**config.mk**
```make
export PLATFORM = sky130hd
export DESIGN_NAME = search_loader
export DESIGN_NICKNAME = d
export VERILOG_FILES = /design/src/rtl/search_loader.sv
export SDC_FILE = /design/constraint.sdc
export NUM_CORES = 1
export LEC_CHECK = 0
export BUFFER_PORTS_ARGS = -buffer_cell sky130_fd_sc_hd__buf_2
export CAP_MARGIN = 20
export CORE_UTILIZATION = 40
export CTS_CLUSTER_SIZE = 40
export DETAILED_ROUTE_END_ITERATION = 8
export PLACE_DENSITY_LB_ADDON = 0.2
export SETUP_SLACK_MARGIN = 0.4
export SLEW_MARGIN = 20
export SYNTH_ARGS = -nofsm -noshare
export SYNTH_HDL_FRONTEND = slang
export SYNTH_SLANG_ARGS = --single-unit
export TNS_END_PERCENT = 30
```
**constraint.sdc**
```tcl
create_clock -name clk -period 4.2 [get_ports clk]
set_input_delay 1.05 -clock clk [delete_from_list [all_inputs] [get_ports clk]]
set_output_delay 1.05 -clock clk [all_outputs]
set_load 0.03 [all_outputs]
```
**src/rtl/search_loader.sv**
```systemverilog
// Host front end for the DES key search core: loads the plaintext/ciphertext
// pair byte by byte, launches the core, and captures the match or exhaustion.
module search_loader #(
  parameter int CNT_W = 56,
  parameter int KEY_W = 64
) (
  input  logic             clk,
  input  logic             reset,
  input  logic [7:0]       byte_in,
  input  logic             byte_valid,
  output logic             byte_ready,
  input  logic             abort,
  output logic [63:0]      plaintext,
  output logic [63:0]      ciphertext,
  output logic             core_reset,
  output logic             Start,
  input  logic             FoundKeyNum,
  input  logic [KEY_W-1:0] Key,
  input  logic [CNT_W-1:0] count,
  output logic [KEY_W-1:0] found_key,
  output logic [CNT_W-1:0] found_count,
  output logic             busy,
  output logic             done,
  output logic             fail
);

  typedef enum logic [2:0] {
    ST_LOAD,
    ST_CLEAR,
    ST_SEARCH,
    ST_DONE,
    ST_FAIL
  } state_t;

  state_t     state;
  logic [3:0] idx;
  logic [5:0] lsb;

  // Byte 0 of each word lands in its top byte, so the slot offset is 7 - idx[2:0].
  assign lsb = {~idx[2:0], 3'b000};

  assign byte_ready = (state == ST_LOAD) || (state == ST_DONE) || (state == ST_FAIL);
  assign busy       = (state == ST_CLEAR) || (state == ST_SEARCH);

  always_ff @(posedge clk) begin
    if (reset) begin
      state       <= ST_LOAD;
      idx         <= 4'd0;
      plaintext   <= '0;
      ciphertext  <= '0;
      core_reset  <= 1'b0;
      Start       <= 1'b0;
      found_key   <= '0;
      found_count <= '0;
      done        <= 1'b0;
      fail        <= 1'b0;
    end else begin
      core_reset <= 1'b0;
      if (abort) begin
        state      <= ST_LOAD;
        idx        <= 4'd0;
        Start      <= 1'b0;
        done       <= 1'b0;
        fail       <= 1'b0;
        core_reset <= 1'b1;
      end else begin
        case (state)
          ST_LOAD: begin
            if (byte_valid) begin
              if (idx[3]) ciphertext[lsb +: 8] <= byte_in;
              else        plaintext[lsb +: 8]  <= byte_in;
              idx <= idx + 4'd1;
              if (idx == 4'd15) begin
                state      <= ST_CLEAR;
                core_reset <= 1'b1;
              end
            end
          end
          ST_CLEAR: begin
            state <= ST_SEARCH;
            Start <= 1'b1;
          end
          ST_SEARCH: begin
            // A match in the final counter slot still counts as a find.
            if (FoundKeyNum) begin
              found_key   <= Key;
              found_count <= count;
              done        <= 1'b1;
              Start       <= 1'b0;
              state       <= ST_DONE;
            end else if (count == {CNT_W{1'b1}}) begin
              fail  <= 1'b1;
              Start <= 1'b0;
              state <= ST_FAIL;
            end
          end
          ST_DONE, ST_FAIL: begin
            if (byte_valid) begin
              plaintext[63:56] <= byte_in;
              idx              <= 4'd1;
              done             <= 1'b0;
              fail             <= 1'b0;
              state            <= ST_LOAD;
            end
          end
          default: state <= ST_LOAD;
        endcase
      end
    end
  end

endmodule

```
==> results.sh <==
export IMPL_outcome="complete, no violations"
export IMPL_yosysTopAreaCell="dfxtp_1"
export IMPL_startpoint="state[2]"
export IMPL_vias=8917
export IMPL_setup_tns_ns=0
export IMPL_routed_wl_um=30730
export IMPL_slowest_stage="dfxtp_1"
export IMPL_swShare_pct=21.07
export IMPL_yosysWarnings=0
export IMPL_worstSetupPathType="reg -> out"
export IMPL_layout_setup_ws_ns=1.184
export IMPL_rsz0062_at_grt="no"
export IMPL_syn2layout_area_growth_pct=31.62
export IMPL_clk_transition_reported_paths_ns=0.06
export IMPL_internal_power_mw=4.131
export IMPL_post_drt_wl_per_cell_um=16.99
export IMPL_crit_end="byte_ready"
export IMPL_first_pass_iters=5
export IMPL_critical_path_top_delay_family="flip-flops"
export IMPL_clock_latency_ns=0.53
export IMPL_cts_made_buffers=28
export IMPL_drv_slew=0
export IMPL_antenna_left=0
export IMPL_timing_rr_end="plaintext[61]"
export IMPL_cts_tree="built"
export IMPL_reg2reg_depth=6
export IMPL_synthesis_nets=1252
export IMPL_viasPerCell=4.932
export IMPL_nets=1602
export IMPL_synth_avg_cell_area_um2=8.919
export IMPL_hp_class="reg -> reg"
export IMPL_placementRows=57
export IMPL_nFillCells=2328
export IMPL_grt_pass1_vias=8553
export IMPL_holdWs_ns=0.4506
export IMPL_ctsHoldBuffers=0
export IMPL_setup_viol=0
export IMPL_overflow=0
export IMPL_fin_crit_sh_pct=71.80
export IMPL_antenna_found_initial=3
export IMPL_slowest_delay_ns=0.65
export IMPL_synth_edf_count=0
export IMPL_place_congestion=0.8352
export IMPL_drive_above_1_share_pct=30.93
export IMPL_htree_levels=1
export IMPL_num_antenna_cells=0
export IMPL_power_frac_comb_pct=3.7
export IMPL_hold_viol_final=0
export IMPL_fp_dieH_um=159.6
export IMPL_multiInputGateArea_um2=4436
export IMPL_dp_hpwl_um=21720
export IMPL_cts_root_buf="clkbuf_16"
export IMPL_endpoint_kind="output pin"
export IMPL_numPortBuffers=386
export IMPL_cp_data_arrival_time_ns=1.97
export IMPL_die_w_um=159.6
export IMPL_synthDistinctLibCells=48
export IMPL_initial_core_util_pct=40.86
export IMPL_synth_area_top_cells="dfxtp_1 (52%), mux2i_1 (11%), nand2_1 (10%), a21oi_1 (7.2%), nand2b_1 (5.2%)"
export IMPL_register_area_um2=5185
export IMPL_fin_crit_ns=3.016
export IMPL_die_area_um2=25470
export IMPL_cap_violations=0
export IMPL_maxSlewHeadroom_pct=39.38
export IMPL_ys_seq_area_share_pct=52.18
export IMPL_worst_pin_slew_ns=0.9018
export IMPL_cellPowerDensity_nw_per_um2=400.2
export IMPL_crit_buf_inv=1
export IMPL_placed_cells=1758
export IMPL_synthCells=1114
export IMPL_clock_skew_ns=0.006468
export IMPL_cp_num_cells=4
export IMPL_ys_flop_type="dfxtp_1"
export IMPL_clockBufferDepth=3
export IMPL_cts_sinks=259
export IMPL_p_leak_nw=6.161
export IMPL_start_kind="flop"
export IMPL_seq_power_share_pct=47.1
export IMPL_yosys_register_bits=259
export IMPL_clock_power_share_pct=49.3
export IMPL_core_area_um2=24320
export IMPL_ys_async_sr_fraction_pct=0
export IMPL_crit_chain="and3b_1, nor2_1, nand2_1, buf_2"
export IMPL_dpl_worst_slack_ns=1.416
export IMPL_worstReg2RegStart="idx[0]"
export IMPL_crit_fanout=15
export IMPL_cts_repair_resized=0
export IMPL_drc_errors=0
export IMPL_p_switching_mw=1.103
export IMPL_drtIter0Drc=555
export IMPL_grt_pass1_wl_um=47710
export IMPL_cts_setup_buffers=0
export IMPL_syn_cell_area_um2=9936
export IMPL_max_freq_ghz=0.3316
export IMPL_synth_top_area_share_pct=52.18
export IMPL_grt_max_degree=123
export IMPL_vdd_drop_max_mv=0.3176
export IMPL_crit_required_ns=3.15
export IMPL_regToRegSetupSlack_ns=1.44
export IMPL_grt_usage_pct=23.40
export IMPL_ios=387
export IMPL_stdcell_count=1808
[cell usage in the layout, fill, tap and decap left out, types with 3 or more instances in the layout]
cell type	Yosys	routed
buf_2	17	385
nand2_1	275	275
dfxtp_1	259	259
a21oi_1	142	142
mux2i_1	112	112
nand2b_1	82	82
nor2_1	44	44
nand4_1	30	30
clkbuf_16	0	29
o21ai_0	14	14
nand3_1	9	9
clkbuf_8	0	9
buf_4	0	7
and3_1	6	6
nor3b_1	5	5
nand3_2	5	5
ha_1	5	5
inv_1	4	4
clkbuf_1	57	4
nor3_1	3	3
nor4_1	3	3
bufinv_16	0	3
clkinv_2	0	3
buf_12	0	3
[layout make-up]
class / instances / area share, %
clock buffers: 42 / 6.611
clock inverters: 8 / 0.9281
inverters: 4 / 0.1148
multi-input cells: 775 / 33.92
flip-flops and latches: 259 / 39.65
well taps: 324 / 3.100
repair buffers: 396 / 15.68
[cells in the mapped netlist, types with 3 or more instances]
| library cell | n |
|---|---|
| nand2_1 | 275 |
| dfxtp_1 | 259 |
| a21oi_1 | 142 |
| mux2i_1 | 112 |
| nand2b_1 | 82 |
| clkbuf_1 | 57 |
| nor2_1 | 44 |
| nand4_1 | 30 |
| buf_2 | 17 |
| o21ai_0 | 14 |
| nand3_1 | 9 |
| and3_1 | 6 |
| ha_1 | 5 |
| nand3_2 | 5 |
| nor3b_1 | 5 |
| inv_1 | 4 |
| nor3_1 | 3 |
| nor4_1 | 3 |
[tightest hold or removal path, delay by kind of cell, from the launching register on]
kind	cells	cell delay (ns)
AOI/OAI and AO/OA	1	0.05
DFF	1	0.30
and+or+nand+nor	1	0.05
[power by group through the flow]
| stage | clock network [mW] | logic [mW] | registers (mW) |
|---|---|---|---|
| finish | 2.58 | 0.192 | 2.46 |
| global route | 2.76 | 0.209 | 2.46 |
| CTS | 2.64 | 0.193 | 2.46 |
| detailed placement | 0 | 0.192 | 2.52 |
| global placement | 0 | 0.192 | 2.52 |
| floorplan | 0 | 0.0849 | 2.52 |
[worst min path at each step]
stage	from	end	slack [ns]	depth (start not counted)
6_report	found_count[17]	found_count[17]	0.45	2
4_1_cts	found_count[9]	found_count[9]	0.45	2
5_1_grt	found_key[26]	found_key[26]	0.47	2
2_1_floorplan	idx[3]	idx[3]	0.58	2
3_3_place_gp	ciphertext[61]	ciphertext[61]	0.44	2
3_5_place_dp	ciphertext[60]	ciphertext[60]	0.44	2
[stage by stage]
step | power, mW | util, % | area, um^2
floorplan | 2.606 | - | 9936
CTS | 5.291 | 53.77 | 13080
global route | 5.425 | 53.77 | 13080
detailed placement | 2.709 | 49.72 | 12090
finish | 5.234 | 53.77 | 13080
global placement | 2.709 | 49.72 | 12090
[layer usage]
layer  GRT usage [%]  wire [um]  vias up
li1                -          -     4438
met1           29.11      13040     4115
met2           40.41      14840      304
met3           5.418       2126       54
met4           6.250        688        6
met5               0         32        -
[cells by family after synthesis]
family | after synthesis | share of synthesized area, %
buf+inv | 80 | 3.236
fa+ha+maj | 5 | 0.6296
simple gates | 485 | 23.47
compound gates | 172 | 9.105
xor+xnor | 1 | 0.08817
flops | 259 | 52.18
mux | 112 | 11.28
[state kept, by name (all words and copies together) (netlist names)]
name / flops
core_reset: 1
fail: 1
found_count: 56
idx: 4
state: 3
found_key: 64
done: 1
ciphertext: 64
plaintext: 64
Start: 1
Power figures use the tool's default switching activity.
